--- config.mk ---
export PLATFORM = sky130hd
export DESIGN_NAME = bfly_dual_to_stream
export DESIGN_NICKNAME = d
export VERILOG_FILES = /design/src/rtl/fft_pkg.sv /design/src/rtl/bfly_half_buf.sv /design/src/rtl/bfly_dual_to_stream.sv
export SDC_FILE = /design/constraint.sdc
export NUM_CORES = 2
export LEC_CHECK = 0
export CAP_MARGIN = 20
export CORE_MARGIN = 3
export CORE_UTILIZATION = 58
export CTS_CLUSTER_SIZE = 10
export DETAILED_ROUTE_END_ITERATION = 10
export PLACE_DENSITY = 0.85
export SLEW_MARGIN = 40
export SYNTH_ARGS = -nofsm -noshare
export SYNTH_HDL_FRONTEND = slang
export SYNTH_SLANG_ARGS = --single-unit
--- constraint.sdc ---
create_clock -name clk -period 40 [get_ports clk]
set_input_delay 8 -clock clk [delete_from_list [all_inputs] [get_ports clk]]
set_output_delay 8 -clock clk [all_outputs]
set_load 0.02 [all_outputs]
--- src/rtl/fft_pkg.sv ---
// Shared FFT definitions: default widths, complex sample type and the
// state encoding used by the butterfly output serialiser.
package fft_pkg;

    localparam int BFLY_OUT_WIDTH = 11;
    localparam int FFT_LANES      = 16;

    typedef struct packed {
        logic signed [BFLY_OUT_WIDTH-1:0] re;
        logic signed [BFLY_OUT_WIDTH-1:0] im;
    } cplx_t;

    typedef enum logic [1:0] {
        IDLE  = 2'd0,
        FILL  = 2'd1,
        DRAIN = 2'd2
    } bfly_ser_state_t;

endpackage

--- src/rtl/bfly_half_buf.sv ---
// HALF x NUM complex storage holding the difference beats of one half-block.
// Synchronous write of a whole NUM-lane beat, combinational read of one beat.
module bfly_half_buf
    import fft_pkg::*;
#(
    parameter int WIDTH = BFLY_OUT_WIDTH,
    parameter int NUM   = FFT_LANES,
    parameter int HALF  = 8,
    parameter int AW    = (HALF > 1) ? $clog2(HALF) : 1
) (
    input  logic                    clk,
    input  logic                    we,
    input  logic [AW-1:0]           waddr,
    input  logic signed [WIDTH-1:0] wdata_re [NUM],
    input  logic signed [WIDTH-1:0] wdata_im [NUM],
    input  logic [AW-1:0]           raddr,
    output logic signed [WIDTH-1:0] rdata_re [NUM],
    output logic signed [WIDTH-1:0] rdata_im [NUM]
);

    logic signed [WIDTH-1:0] mem_re_r [HALF][NUM];
    logic signed [WIDTH-1:0] mem_im_r [HALF][NUM];

    // Store one full beat into the addressed slot; contents need no reset.
    always_ff @(posedge clk) begin
        if (we) begin
            for (int l = 0; l < NUM; l++) begin
                mem_re_r[waddr][l] <= wdata_re[l];
                mem_im_r[waddr][l] <= wdata_im[l];
            end
        end
    end

    // Present the addressed slot on the read port.
    always_comb begin
        for (int l = 0; l < NUM; l++) begin
            rdata_re[l] = mem_re_r[raddr][l];
            rdata_im[l] = mem_im_r[raddr][l];
        end
    end

endmodule

--- src/rtl/bfly_dual_to_stream.sv ---
// Serialises the dual (sum/difference) butterfly output burst into one
// NUM-lane stream: HALF sum beats pass straight through while the difference
// beats are buffered, then the buffered beats are drained back to back.
module bfly_dual_to_stream
    import fft_pkg::*;
#(
    parameter int WIDTH = BFLY_OUT_WIDTH,
    parameter int NUM   = FFT_LANES,
    parameter int HALF  = 8
) (
    input  logic                    clk,
    input  logic                    rst,
    input  logic                    valid_in,
    input  logic signed [WIDTH-1:0] din1_re [NUM],
    input  logic signed [WIDTH-1:0] din1_im [NUM],
    input  logic signed [WIDTH-1:0] din2_re [NUM],
    input  logic signed [WIDTH-1:0] din2_im [NUM],
    output logic signed [WIDTH-1:0] dout_re [NUM],
    output logic signed [WIDTH-1:0] dout_im [NUM],
    output logic                    valid_out,
    output logic                    sof_out,
    output logic                    eof_out,
    output logic                    overflow
);

    localparam int AW = (HALF > 1) ? $clog2(HALF) : 1;
    localparam logic [AW-1:0] LAST_IDX = AW'(HALF - 1);

    bfly_ser_state_t         state_r, state_s;
    logic [AW-1:0]           wr_cnt_r, wr_cnt_s;
    logic [AW-1:0]           rd_cnt_r, rd_cnt_s;
    logic                    valid_r, valid_s;
    logic                    sof_r, sof_s;
    logic                    eof_r, eof_s;
    logic                    ovf_r, ovf_s;
    logic signed [WIDTH-1:0] dout_re_r [NUM];
    logic signed [WIDTH-1:0] dout_im_r [NUM];
    logic signed [WIDTH-1:0] dout_re_s [NUM];
    logic signed [WIDTH-1:0] dout_im_s [NUM];
    logic                    we_s;
    logic [AW-1:0]           waddr_s;
    logic signed [WIDTH-1:0] buf_re_s [NUM];
    logic signed [WIDTH-1:0] buf_im_s [NUM];

    bfly_half_buf #(
        .WIDTH (WIDTH),
        .NUM   (NUM),
        .HALF  (HALF),
        .AW    (AW)
    ) u_half_buf (
        .clk      (clk),
        .we       (we_s),
        .waddr    (waddr_s),
        .wdata_re (din2_re),
        .wdata_im (din2_im),
        .raddr    (rd_cnt_r),
        .rdata_re (buf_re_s),
        .rdata_im (buf_im_s)
    );

    // Next-state, counter, buffer-write and next-output decode.
    always_comb begin
        state_s  = state_r;
        wr_cnt_s = wr_cnt_r;
        rd_cnt_s = rd_cnt_r;
        valid_s  = 1'b0;
        sof_s    = 1'b0;
        eof_s    = 1'b0;
        ovf_s    = ovf_r;
        we_s     = 1'b0;
        waddr_s  = wr_cnt_r;
        for (int l = 0; l < NUM; l++) begin
            dout_re_s[l] = dout_re_r[l];
            dout_im_s[l] = dout_im_r[l];
        end

        case (state_r)
            IDLE: begin
                if (valid_in) begin
                    for (int l = 0; l < NUM; l++) begin
                        dout_re_s[l] = din1_re[l];
                        dout_im_s[l] = din1_im[l];
                    end
                    valid_s  = 1'b1;
                    sof_s    = 1'b1;
                    we_s     = 1'b1;
                    waddr_s  = {AW{1'b0}};
                    rd_cnt_s = {AW{1'b0}};
                    if (HALF == 1) begin
                        wr_cnt_s = {AW{1'b0}};
                        state_s  = DRAIN;
                    end else begin
                        wr_cnt_s = AW'(1);
                        state_s  = FILL;
                    end
                end else begin
                    state_s = IDLE;
                end
            end
            FILL: begin
                if (valid_in) begin
                    for (int l = 0; l < NUM; l++) begin
                        dout_re_s[l] = din1_re[l];
                        dout_im_s[l] = din1_im[l];
                    end
                    valid_s = 1'b1;
                    we_s    = 1'b1;
                    if (wr_cnt_r == LAST_IDX) begin
                        wr_cnt_s = {AW{1'b0}};
                        rd_cnt_s = {AW{1'b0}};
                        state_s  = DRAIN;
                    end else begin
                        wr_cnt_s = wr_cnt_r + AW'(1);
                    end
                end else begin
                    state_s = FILL;
                end
            end
            DRAIN: begin
                for (int l = 0; l < NUM; l++) begin
                    dout_re_s[l] = buf_re_s[l];
                    dout_im_s[l] = buf_im_s[l];
                end
                valid_s = 1'b1;
                // No room to accept input while draining: drop and flag it.
                if (valid_in) begin
                    ovf_s = 1'b1;
                end else begin
                    ovf_s = ovf_r;
                end
                if (rd_cnt_r == LAST_IDX) begin
                    eof_s    = 1'b1;
                    rd_cnt_s = {AW{1'b0}};
                    state_s  = IDLE;
                end else begin
                    rd_cnt_s = rd_cnt_r + AW'(1);
                end
            end
            default: begin
                state_s  = IDLE;
                wr_cnt_s = {AW{1'b0}};
                rd_cnt_s = {AW{1'b0}};
            end
        endcase
    end

    // State, counters and registered outputs; reset discards any partial frame.
    always_ff @(posedge clk or posedge rst) begin
        if (rst) begin
            state_r  <= IDLE;
            wr_cnt_r <= {AW{1'b0}};
            rd_cnt_r <= {AW{1'b0}};
            valid_r  <= 1'b0;
            sof_r    <= 1'b0;
            eof_r    <= 1'b0;
            ovf_r    <= 1'b0;
            for (int l = 0; l < NUM; l++) begin
                dout_re_r[l] <= {WIDTH{1'b0}};
                dout_im_r[l] <= {WIDTH{1'b0}};
            end
        end else begin
            state_r  <= state_s;
            wr_cnt_r <= wr_cnt_s;
            rd_cnt_r <= rd_cnt_s;
            valid_r  <= valid_s;
            sof_r    <= sof_s;
            eof_r    <= eof_s;
            ovf_r    <= ovf_s;
            for (int l = 0; l < NUM; l++) begin
                dout_re_r[l] <= dout_re_s[l];
                dout_im_r[l] <= dout_im_s[l];
            end
        end
    end

    assign dout_re   = dout_re_r;
    assign dout_im   = dout_im_r;
    assign valid_out = valid_r;
    assign sof_out   = sof_r;
    assign eof_out   = eof_r;
    assign overflow  = ovf_r;

endmodule

==> results.md <==
* Wire per inst at ~31 µm
* Die Span X at about 470 µm
* Top cells by area, synth: edfxtp_1, dfrtp_1, mux4_2
* Pwr Density at approximately 60 nW/µm²
* DR iter-0 viols at ~9k
* R2r setup slk at around 35 ns
* Min-delay src: overflow
* Fraction of layout cells with a size suffix above 1 at ~18%
* Detailed Route WL at 340,000 µm
* Max FO, Critical Path at 80
* # Post-CTS Setup Buffers at 0
* Yosys top cell area share at 67.4%
* Die area at around 220,000 µm²
* Required @ worst endpoint at 40.53 ns
* RSZ-0062 raised after global routing: false
* Max-cap viol count at 0
* Layout fillers at around 12k
* Worst skew pair latency at ~0.95 ns
* Status: complete, no violations
* Placer Congestion at about 0.82
* Vias/cell at 6.66
* Cells after Synth at 6,504
* Gr usage total at just under 30%
* Critical Path Start: valid_in
* Final setup violation count at 0
* CP startpoint kind: primary input
* Synthesis warning total at 0
* Vias at a little over 70k
* DIE HEIGHT at between 400 and 500 µm
* Worst setup EP type: flip-flop
* Layout Skew at between 0.07 and 0.08 ns
* First-pass GRT wire length at about 490,000 µm
* Core Area at around 210,000 µm²
* Critical path, cell by cell: buf_8 -> nand2_1 -> or3_1 -> nor2_4 -> buf_6 -> buf_4 -> buf_12 -> buf_16
* Type of the tightest min-delay check: flip-flop to flip-flop
* Slew Limit Fails at 0
* H-tree lvl count at 5
* DRC violations left at 0
* Rows at between 150 and 200
* First-pass detailed-route iteration total at 5
* Slew headroom at between 30% and 40%
* Final ANT Viol Nets at 0
* Final min period at roughly 12 ns
* Fmax at between 0.08 and 0.09 GHz
* Critical R2R Launch: rd_cnt_r[0]
* Slowest-stage cell, CP: buf_4
* Starting Density at 58.4%
* Largest net degree at the start of global routing at 143
* CTS Buffer Depth at 4
* Hold Vio Cnt, Final at 0
* Slew @ Worst Pin at between 0.9 and 1 ns
* CTS tree: yes
* Pleak at approximately 49 nW
* Initial antenna violation count at 91
* Tot Pwr at 9.25 mW
* Most common cell after layout, fill and taps aside: edfxtp_1
* Sequential fraction of the synthesis area at around three quarters
* Most frequent cells in the layout: edfxtp_1, clkdlybuf4s50_1, mux2_2
* Synth cell types at 37
* #FFs+latches synth at 3,180
* Gr ovfl total at 0
* WS Path Type: primary input to flip-flop
* Area grow syn2layout at 19.3%
* Hold buffer count at CTS at 0
* Post-CTS resize count at 0
* Final #Nets at ~8.3k
* Post-synth design cell area at between 100,000 and 150,000 µm²
* TritonCTS buffer count at between 300 and 400
* Syn Nets at 7,215
* Io pins at approximately 1.1k
* Clock transition at path regs at about 0.060 ns
* Vias in the first global route at around 73k
* Worst EP arrival at between 10 and 15 ns
* Setup TNS at 0 ns
* Port Buffers at approximately 1.1k
* Root buf cell: clkbuf_16
* Area leader, netlist: edfxtp_1
* Synthesized area per cell at around 19 µm²
* CTS Sinks at around 3.2k
* Fin crit share at roughly 30%
* Dpl hpwl at ~190,000 µm
* Slowest stage delay, CP at about 0.76 ns
* Maximum vdd drop at ~0.000046 V
[critical path, delay by kind of cell]
kind          cells  cell delay [ns]
buf+inv           5             2.56
simple gates      3             1.43
[layer usage]
metal / wire [µm] / GRT usage [%] / vias up
li1: - / - / 28900
met3: 35500 / 6.93 / 889
met4: 18300 / 15.4 / 46
met2: 165000 / 47.1 / 5205
met1: 121000 / 39.1 / 36800
met5: 299 / 0 / -
[where the power goes]
part / leakage [nW] / switching, mW / internal, mW
combinational: 14.3 / 1.06 / 0.832
sequential: 29.9 / 0.211 / 4.16
clock: 4.96 / 1.26 / 1.73
[path summary, 6_finish.rpt]
kind	depth (start not counted)	endpoint
worst min register to register	1	overflow
worst min-delay path	1	overflow
worst max-delay path	8	u_half_buf.mem_re_r[3][53]
worst max register to register	8	dout_re[119]
max in group asynchronous	5	dout_re[66]
min in group asynchronous	2	dout_im[69]
[area by class of cell]
class	count	area (µm²)	area share [%]
Multi-Input combinational cell	2867	29400	19.7
Sequential cell	3180	93700	62.6
Tap cell	2838	3550	2.37
Clock inverter	12	184	0.123
Clock buffer	629	10300	6.85
Inverter	2	15.0	0.0100
Timing Repair Buffer	1186	12300	8.21
Antenna cell	75	188	0.125
[per-stage QoR]
step                setup WS, ns  hold slack [ns]  utilization, %  area [µm²]  std cells
floorplan                  -3.36            0.553               -      125000       6504
global placement           27.18            0.451            64.4      138000      10100
detailed placement         27.35            0.448            64.5      139000      10100
CTS                        28.29            0.464            69.4      149000      10700
global route               28.01            0.486            69.6      150000      10800
finish                     28.07            0.464            69.6      150000      10800
[cells by family after synthesis]
family / count (synthesis) / synth area share [%]
buf+inv: 457 / 1.87
simple gates: 565 / 3.15
fa+ha+maj: 4 / 0.0399
compound gates: 1069 / 6.07
flops: 3180 / 74.7
mux: 1229 / 14.2
[synth_stat cells (all sizes together)]
| master | n |
|---|---|
| buf | 209 |
| and2 | 2 |
| mux2 | 705 |
| o21ai | 3 |
| o22ai | 353 |
| a21o | 1 |
| o31ai | 352 |
| a22o | 2 |
| nor4 | 3 |
| a21oi | 3 |
| a2bb2oi | 171 |
| ha | 4 |
| mux2i | 172 |
| nor3 | 1 |
| dfrtp | 364 |
| nand3 | 1 |
| nor2b | 355 |
| edfxtp | 2816 |
| and3b | 181 |
| mux4 | 352 |
| nand2 | 6 |
| nor2 | 7 |
| a31oi | 183 |
| nand2b | 6 |
| o21bai | 1 |
| clkbuf | 246 |
| or3 | 2 |
| inv | 2 |
| or2 | 1 |
[flip-flops by register name, indices dropped and copies added (netlist names)]
register,flops
sof_out,1
dout_re,176
u_half_buf.mem_re_r,1408
dout_im,176
wr_cnt_r,3
eof_out,1
rd_cnt_r,3
state_r,2
overflow,1
u_half_buf.mem_im_r,1408
valid_out,1
(Power assumes the default switching activity.)
